### src/rtl/csa_stream_accumulator_if.sv
// Stream-in / result-out bundle for csa_stream_accumulator.
// master: operand producer and result consumer. slave: the accumulator.
interface csa_stream_accumulator_if #(
    parameter int DATA_SIZE_IN  = 8,
    parameter int DATA_SIZE_ACC = 16,
    parameter int COUNT_SIZE    = 8
);
    logic                     clear_i;
    logic                     in_valid_i;
    logic                     in_ready_o;
    logic [DATA_SIZE_IN-1:0]  in_data_i;
    logic                     in_last_i;
    logic                     out_valid_o;
    logic                     out_ready_i;
    logic [DATA_SIZE_ACC-1:0] sum_o;
    logic [COUNT_SIZE-1:0]    count_o;
    logic                     overflow_o;

    modport master (
        output clear_i, in_valid_i, in_data_i, in_last_i, out_ready_i,
        input  in_ready_o, out_valid_o, sum_o, count_o, overflow_o
    );

    modport slave (
        input  clear_i, in_valid_i, in_data_i, in_last_i, out_ready_i,
        output in_ready_o, out_valid_o, sum_o, count_o, overflow_o
    );
endinterface

### src/rtl/csa_stream_accumulator.sv
// Multi-operand unsigned accumulator. Operands are folded into a redundant
// U/V pair by a 3:2 compressor (no carry chain on the accept path); the last
// operand of a group triggers a chunked ripple resolve of U+V into sum_o.
module csa_stream_accumulator #(
    parameter int DATA_SIZE_IN  = 8,
    parameter int DATA_SIZE_ACC = 16,
    parameter int CPA_CHUNK     = 4,
    parameter int COUNT_SIZE    = 8
) (
    input logic                    clk_i,
    input logic                    rst_i,
    csa_stream_accumulator_if.slave bus
);
    localparam int NCHUNK = DATA_SIZE_ACC / CPA_CHUNK;
    // Index runs 0..NCHUNK: NCHUNK add cycles plus one commit cycle.
    localparam int IDX_W  = $clog2(NCHUNK + 1);

    typedef enum logic [1:0] {ACCUM, RESOLVE, DONE} state_t;

    state_t                   state_q, state_d;
    logic [DATA_SIZE_ACC-1:0] u_q, v_q, sum_q;
    logic [DATA_SIZE_ACC-1:0] u_csa, maj;
    logic [COUNT_SIZE-1:0]    count_q, count_out_q;
    logic                     ovf_q, ovf_out_q, carry_q;
    logic [IDX_W-1:0]         idx_q;
    logic                     xfer;
    logic [CPA_CHUNK-1:0]     u_slice, v_slice;
    logic [CPA_CHUNK:0]       chunk_sum;

    // Clear wins over a same-cycle transfer, so the operand is dropped.
    assign xfer = bus.in_valid_i && (state_q == ACCUM) && !bus.clear_i;

    // Per-bit compressor: full 3:2 where the operand has bits, 2:2 above it.
    for (genvar b = 0; b < DATA_SIZE_ACC; b++) begin : g_csa
        if (b < DATA_SIZE_IN) begin : g_full
            assign u_csa[b] = bus.in_data_i[b] ^ u_q[b] ^ v_q[b];
            assign maj[b]   = (bus.in_data_i[b] & u_q[b]) |
                              (bus.in_data_i[b] & v_q[b]) | (u_q[b] & v_q[b]);
        end else begin : g_half
            assign u_csa[b] = u_q[b] ^ v_q[b];
            assign maj[b]   = u_q[b] & v_q[b];
        end
    end

    // Current resolve chunk, selected by shifting so idx==NCHUNK stays in range.
    assign u_slice   = CPA_CHUNK'(u_q >> (32'(idx_q) * CPA_CHUNK));
    assign v_slice   = CPA_CHUNK'(v_q >> (32'(idx_q) * CPA_CHUNK));
    assign chunk_sum = {1'b0, u_slice} + {1'b0, v_slice} + {{CPA_CHUNK{1'b0}}, carry_q};

    assign bus.in_ready_o  = (state_q == ACCUM);
    assign bus.out_valid_o = (state_q == DONE);
    assign bus.sum_o       = sum_q;
    assign bus.count_o     = count_out_q;
    assign bus.overflow_o  = ovf_out_q;

    // State register.
    always_ff @(posedge clk_i or posedge rst_i) begin
        if (rst_i) state_q <= ACCUM;
        else       state_q <= state_d;
    end

    // Next-state logic; clear overrides every other event.
    always_comb begin
        state_d = state_q;
        if (bus.clear_i) begin
            state_d = ACCUM;
        end else begin
            case (state_q)
                ACCUM:   if (xfer && bus.in_last_i) state_d = RESOLVE;
                RESOLVE: if (idx_q == IDX_W'(NCHUNK)) state_d = DONE;
                DONE:    if (bus.out_ready_i) state_d = ACCUM;
                default: state_d = ACCUM;
            endcase
        end
    end

    // Datapath: accumulate, chunked resolve, result commit and release.
    always_ff @(posedge clk_i or posedge rst_i) begin
        if (rst_i) begin
            u_q         <= '0;
            v_q         <= '0;
            count_q     <= '0;
            ovf_q       <= 1'b0;
            idx_q       <= '0;
            carry_q     <= 1'b0;
            sum_q       <= '0;
            count_out_q <= '0;
            ovf_out_q   <= 1'b0;
        end else if (bus.clear_i) begin
            u_q     <= '0;
            v_q     <= '0;
            count_q <= '0;
            ovf_q   <= 1'b0;
            idx_q   <= '0;
            carry_q <= 1'b0;
        end else begin
            case (state_q)
                ACCUM: begin
                    if (xfer) begin
                        u_q <= u_csa;
                        v_q <= {maj[DATA_SIZE_ACC-2:0], 1'b0};
                        // Carry shifted out of the top is weight 2^ACC: lost total.
                        if (maj[DATA_SIZE_ACC-1]) ovf_q <= 1'b1;
                        if (count_q != '1) count_q <= count_q + COUNT_SIZE'(1);
                        if (bus.in_last_i) begin
                            idx_q   <= '0;
                            carry_q <= 1'b0;
                        end
                    end
                end
                RESOLVE: begin
                    if (idx_q < IDX_W'(NCHUNK)) begin
                        for (int c = 0; c < NCHUNK; c++)
                            if (idx_q == IDX_W'(c))
                                sum_q[c*CPA_CHUNK +: CPA_CHUNK] <= chunk_sum[CPA_CHUNK-1:0];
                        carry_q <= chunk_sum[CPA_CHUNK];
                        if (idx_q == IDX_W'(NCHUNK - 1) && chunk_sum[CPA_CHUNK]) ovf_q <= 1'b1;
                        idx_q <= idx_q + IDX_W'(1);
                    end else begin
                        // Commit cycle: publish count and the final sticky overflow.
                        count_out_q <= count_q;
                        ovf_out_q   <= ovf_q;
                        idx_q       <= '0;
                        carry_q     <= 1'b0;
                    end
                end
                DONE: begin
                    if (bus.out_ready_i) begin
                        u_q     <= '0;
                        v_q     <= '0;
                        count_q <= '0;
                        ovf_q   <= 1'b0;
                    end
                end
                default: ;
            endcase
        end
    end
endmodule

### src/flat_wrapper.sv
// flat-port wrapper written by rule: the top's interface ports become plain ports
module csa_stream_accumulator_flat 
#(
    parameter int DATA_SIZE_IN  = 8,
    parameter int DATA_SIZE_ACC = 16,
    parameter int CPA_CHUNK     = 4,
    parameter int COUNT_SIZE    = 8
)
  (clk_i, rst_i, bus_clear_i, bus_in_valid_i, bus_in_data_i, bus_in_last_i, bus_out_ready_i, bus_in_ready_o, bus_out_valid_o, bus_sum_o, bus_count_o, bus_overflow_o);
  csa_stream_accumulator_if #(.DATA_SIZE_IN(DATA_SIZE_IN), .DATA_SIZE_ACC(DATA_SIZE_ACC), .COUNT_SIZE(COUNT_SIZE)) bus_i ();
  input logic clk_i;
  input logic rst_i;
  input wire logic [$bits(bus_i.clear_i)-1:0] bus_clear_i;
  input wire logic [$bits(bus_i.in_valid_i)-1:0] bus_in_valid_i;
  input wire logic [$bits(bus_i.in_data_i)-1:0] bus_in_data_i;
  input wire logic [$bits(bus_i.in_last_i)-1:0] bus_in_last_i;
  input wire logic [$bits(bus_i.out_ready_i)-1:0] bus_out_ready_i;
  output wire logic [$bits(bus_i.in_ready_o)-1:0] bus_in_ready_o;
  output wire logic [$bits(bus_i.out_valid_o)-1:0] bus_out_valid_o;
  output wire logic [$bits(bus_i.sum_o)-1:0] bus_sum_o;
  output wire logic [$bits(bus_i.count_o)-1:0] bus_count_o;
  output wire logic [$bits(bus_i.overflow_o)-1:0] bus_overflow_o;
  assign bus_i.clear_i = bus_clear_i;
  assign bus_i.in_valid_i = bus_in_valid_i;
  assign bus_i.in_data_i = bus_in_data_i;
  assign bus_i.in_last_i = bus_in_last_i;
  assign bus_i.out_ready_i = bus_out_ready_i;
  assign bus_in_ready_o = bus_i.in_ready_o;
  assign bus_out_valid_o = bus_i.out_valid_o;
  assign bus_sum_o = bus_i.sum_o;
  assign bus_count_o = bus_i.count_o;
  assign bus_overflow_o = bus_i.overflow_o;
  csa_stream_accumulator #(.DATA_SIZE_IN(DATA_SIZE_IN), .DATA_SIZE_ACC(DATA_SIZE_ACC), .CPA_CHUNK(CPA_CHUNK), .COUNT_SIZE(COUNT_SIZE)) u_core (.clk_i(clk_i), .rst_i(rst_i), .bus(bus_i));
endmodule
### config.mk
export PLATFORM = sky130hd
export DESIGN_NAME = csa_stream_accumulator_flat
export DESIGN_NICKNAME = d
export VERILOG_FILES = /design/src/rtl/csa_stream_accumulator_if.sv /design/src/rtl/csa_stream_accumulator.sv /design/src/flat_wrapper.sv
export SDC_FILE = /design/constraint.sdc
export NUM_CORES = 1
export LEC_CHECK = 0
export CORE_AREA = 2 2 93 95
export CTS_CLUSTER_DIAMETER = 60
export DETAILED_ROUTE_END_ITERATION = 8
export DIE_AREA = 0 0 95 97
export GPL_ROUTABILITY_DRIVEN = 1
export HOLD_SLACK_MARGIN = 0.08
export PLACE_DENSITY = 0.68
export SYNTH_ARGS = -nofsm -noshare
export SYNTH_HDL_FRONTEND = slang
export SYNTH_SLANG_ARGS = --single-unit
### constraint.sdc
create_clock -name clk_i -period 2.86 [get_ports clk_i]
set_input_delay 0.286 -clock clk_i [delete_from_list [all_inputs] [get_ports clk_i]]
set_output_delay 0.286 -clock clk_i [all_outputs]
set_load 0.05 [all_outputs]
# == Word level (Yosys, flattened, before mapping) ==
# Index checks and enable logic that the tools add are counted.
# totals
word_cells,164
out_inout_bits,27
ff_bits,72
# op_classes
bitwise_logic,74
n_eq_ne,16
magnitude_cmp,1
add_sub_neg,4
n_shift,2
muxes,34
n_reduce_logical,20
# op_table
cell,count
2-to-1 mux 16 bit,5
case mux 16 bit (2 select lines),2
AND 1 bit,32
2-to-1 mux 8 bit,4
>> shifter 16 x 5 -> 4 bit,2
XOR 1 bit,24
inequality test 3 x 2 -> 1 bit (second input constant),7
AND reduction 4 bit,5
OR 1 bit,16
case mux 8 bit (2 select lines),1
2-to-1 mux 3 bit,4
AND reduction 3 bit,4
2-to-1 mux 1 bit,10
adder 8 x 1 -> 8 bit (second input constant),1
2-to-1 mux 2 bit,4
inequality test 8 bit (second input constant),1
equality test 3 x 2 -> 1 bit (second input constant),2
inequality test 3 bit (second input constant),2
case mux 2 bit (3 select lines),1
case mux 3 bit (2 select lines),1
AND reduction 6 bit,1
nonzero test 3 bit,2
adder 4 x 4 -> 5 bit,1
adder 5 x 1 -> 5 bit,1
other kinds (14),18

# == Longest topological paths before layout ==
# Gate-level depths: netlist of the first run.
# logic_depth
word_depth,8
depth_mapped,11

# == Least setup slack after synthesis of the first run ==
# Ideal clock, no wire load.
# synth_path
kind,flip-flop to flip-flop
from,register u_core.idx_q[0]
to,register u_core.ovf_q
period_less_slack_ns,2.683
setup_time_ns,0.099
required_ns,2.761
path_buffers,2
arrival_ns,2.584
setup_slack_ns,0.177
path_stages_with_launch,12
cell_sequence,dfrtp_1 buf_2 buf_2 mux2i_1 o21ai_0 nand2b_1 fa_1 fa_1 nand2b_1 a21boi_0 o211ai_1 a311oi_1
# synth_between
elab_chain_len,6
word_cells_on_any_way,10
# synth_rtl
element,line,source
"start, declared",csa_stream_accumulator.sv:25,logic [IDX_W-1:0] idx_q;
"start signal, assigned",csa_stream_accumulator.sv:118,idx_q <= idx_q + IDX_W'(1);
">> shifter 16 x 5 -> 4 bit, on equally long branches","csa_stream_accumulator.sv:46, csa_stream_accumulator.sv:47",
adder 4 x 4 -> 5 bit,csa_stream_accumulator.sv:48,"assign chunk_sum = {1'b0, u_slice} + {1'b0, v_slice} + {{CPA_CHUNK{1'b0}}, carry_q};"
adder 5 x 1 -> 5 bit,csa_stream_accumulator.sv:48,
logical AND 1 bit,csa_stream_accumulator.sv:117,if (idx_q == IDX_W'(NCHUNK - 1) && chunk_sum[CPA_CHUNK]) ovf_q <= 1'b1;
inequality test 3 x 2 -> 1 bit (no source line),n/a,
AND reduction 6 bit (no source line) (*),n/a,
"end signal, assigned",csa_stream_accumulator.sv:83,ovf_q <= 1'b0;
"end signal, assigned",csa_stream_accumulator.sv:117,
"end signal, assigned",csa_stream_accumulator.sv:132,ovf_q <= 1'b0;
"end, declared",csa_stream_accumulator.sv:24,"logic ovf_q, ovf_out_q, carry_q;"
# Every way passes the cells marked *; elsewhere a longest branch is shown, timed or not.
# A chain may end at the register's enable or synchronous reset.

# == Worst setup path after layout of the first run ==
# layout_path
from,register u_core.idx_q[1]
to,register u_core.ovf_q
# The elaborated chain is that of the path after synthesis.

==> metrics.md, run 1 <==
| Metric | Value |
|---|---|
| Power Internal | 0.00186 W |
| Maximum buffer depth of the clock tree | 2 |
| Root Driver | clkbuf_8 |
| DRT antenna net count | 0 |
| Final Cycle Share | 93.5% |
| Max-cap viol count | 0 |
| Worst setup EP type | flip-flop |
| Cell count after synthesis | 368 |
| Area Growth Syn to Fin | 19.7% |
| Top post-synthesis cells by area | dfrtp_1 (47%), nand2_1 (8.9%), ha_1 (5.7%) |
| Htree depth | 3 |
| RSZ-0062 raised after global routing | no |
| Slowest cell on crit path | dfrtp_1 |
| CP Data Required Time | 3.11 ns |
| GRT Resource Usage Total | ~18% |
| Row cnt | 33 |
| CP max stage delay | 0.50 ns |
| Count of cell types in the netlist | 48 |
| Critical setup path kind | flip-flop to flip-flop |
| Drt pass-1 iters | 4 |
| Top-area cell type share of the netlist area | 47.5% |
| DRC viols | 0 |
| Fmax | 374 MHz |
| Largest net degree at the start of global routing | 46 |
| Vias | 2723 |
| Sequential Power Share | 43.9% |
| Final hold viol count | 0 |
| Die H | about 97 µm |
| Worst-case clock skew | between 0.004 and 0.005 ns |
| Commonest non-fill, non-tap cell in the layout | nand2_1 |
| DR iter-0 viols | 185 |
| Outcome | complete, no violations |
| Clk sinks | 71 |
| Postcts setup bufs | 0 |
| Vias in the first global route | 2606 |
| Pleak | 2.12 nW |
| Grt ovf | 0 |
| P_sw | between 0.0007 and 0.0008 W |
| Total power | 0.00264 W |
| Area after DPL | 0.00424 mm² |
| Worst skew pair latency | 0.35 ns |
| Drt via density | between 5 and 6 |
| Critical path's top delay family | adder cells |
| Io pins | 41 |
| Avg WL per Cell | 14.1 µm |
| ANT cells | 0 |
| Buf+Inv Stages, Crit Path | 1 |
| Most frequent cells in the layout | nand2_1 (89), dfrtp_1 (71), clkdlybuf4s50_1 (40) |
| Final Max Tran Viols | 0 |
| Number of port buffers | 40 |
| Hold WC Path Type | primary input to asynchronous set/reset pin |
| Power share of the clock group | 35.6% |
| Setup tns final | 0 ns |
| Cell Pwr Density | 589 mW/mm² |
| Minimum clock period | 2.67 ns |
| Die area | a little over 0.009 mm² |
| Register clock-pin slew on the reported worst setup and hold paths | about 0.080 ns |
| Top_reg_cell synth | dfrtp_1 |
| Core Box Area | 0.00813 mm² |
| Final Instance Area | 0.00448 mm² |
| EDFF count, synth | 0 |
| Area leader, netlist | dfrtp_1 |
| Logic pwr share | 20.5% |
| First-pass GRT wire length | 12.7 mm |
| Hold_buf cts | 0 |
| Worst Path Arrival | 2.92 ns |
| Yosys warns | 0 |
| CP startpoint kind | flip-flop |
| Critical Path Fanout Max | 8 |
| Routability cong. | 0.830 |
| Sw frac | 29.5% |
| Fill cell count | around 730 |
| CTS tree | yes |
| Layout cells sized above 1 | around a tenth |
| Worst path cell trace | inv_1 -> o21ai_0 -> nand2b_1 -> fa_1 -> fa_1 -> nand2b_1 -> a21boi_0 -> o211ai_1 -> a311oi_1 |
| Least-Margin Pin Slew | 0.571 ns |
| Post-synthesis async set-or-reset flop share | 100% |
| Post-CTS sizing | 0 |
| Starting density of the core | 46.0% |
| Synth Net Count | just over 400 |
| Total Routed Length | 7.31 mm |
| Cell Area, Synth | 0.00374 mm² |
| Post-DP HPWL | between 5 and 6 mm |
| Die Span X | 95 µm |
| Max IR drop VDD | slightly below 300 µV |
| CTS buffer count | 9 |
| Yosys reg bits | 71 |
| Slew headroom | 61.9% |
| Fin nets | 448 |
| Mapped Avg Cell Area | between 10 and 15 µm² |
| Sequential area share after synthesis | a little under half |
| Antenna violations before repair | 0 |
| # setup viols final | 0 |
| Finished Core Util | 55.1% |
## metal layers
metal | vias to the layer above | track usage, % | wire length, µm
met4 | 0 | 8.03 | 171
met5 | - | 0 | 0
met1 | 1314 | 25.9 | 3630
li1 | 1348 | - | -
met2 | 47 | 25.3 | 3270
met3 | 14 | 2.73 | 239
## registers in the layout, summed over array words and instances, names as in the netlist
name and flops:
u_core.idx_q 3, u_core.u_q 16, u_core.ovf_q 1, u_core.bus.overflow_o 1, u_core.state_q 2, u_core.count_q 8, u_core.bus.sum_o 16, u_core.bus.count_o 8
u_core.carry_q 1, u_core.v_q 15
## through the flow
step	instances	hold slack [ns]	worst slack, ns
finish	518	0.313	0.186
global route	518	0.370	0.0334
CTS	518	0.321	0.190
detailed placement	502	0.472	0.198
floorplan	368	0.446	0.177
global placement	502	0.466	0.262
## power groups by stage
stage / logic, W / registers, W / clock network (W)
after floorplan: 0.000253 / 0.00129 / 0
after global placement: 0.000537 / 0.00117 / 0
after detailed placement: 0.000549 / 0.00118 / 0
after CTS: 0.000550 / 0.00116 / 0.000956
after global routing: 0.000601 / 0.00117 / 0.000998
final: 0.000541 / 0.00116 / 0.000937
## worst paths after layout
check | start | end | slack, ns | depth (start not counted)
max in group asynchronous | rst_i | u_core.u_q[12] | 1.91 | 3
worst max-delay path | u_core.idx_q[1] | u_core.ovf_q | 0.19 | 9
worst max register to register | u_core.idx_q[1] | u_core.ovf_q | 0.19 | 9
worst min-delay path | rst_i | u_core.count_q[5] | 0.31 | 2
worst min register to register | u_core.bus.sum_o[12] | u_core.bus.sum_o[12] | 0.48 | 2
min in group clk_i | u_core.bus.sum_o[12] | u_core.bus.sum_o[12] | 0.48 | 2
## cell families after synthesis
kind of cell / after synthesis / synth area share [%]
AOI/OAI and AO/OA: 53 / 9.33
xor gates and xnor gates: 1 / 0.234
adders and majority gates: 26 / 10.5
DFF: 71 / 47.5
and+or+nand+nor: 166 / 21.0
buffers and inverters: 32 / 4.38
muxes: 19 / 7.09
## cell type report
| cell class | instances | area, µm² | area share, % |
|---|---|---|---|
| clock inverter | 4 | 76.3 | 1.70 |
| tap | 105 | 131 | 2.93 |
| sequential | 71 | 1780 | 39.7 |
| timing repair buffer | 49 | 480 | 10.7 |
| inverter | 12 | 45.0 | 1.01 |
| multi-input combinational | 265 | 1800 | 40.3 |
| clock buffer | 12 | 165 | 3.69 |
## synthesized netlist by cell type (5+ instances only)
master and instances:
o21ai_0 8, o31ai_1 6, nand3_1 39, nor2_1 7, mux2_1 10, o21ai_1 14, inv_1 12, ha_1 17
nand2_1 89, a211oi_1 6, dfrtp_1 71, buf_2 14, mux4_2 5, nor2b_1 7, fa_1 9
Note: power is estimated with default switching activity, not from simulation.
==> run 2: changes to the inputs <==
Settings changed: SLEW_MARGIN set to 10.
==> results of run 2 <==
The final DEF is identical to that of run 1; final timing and power are the same.
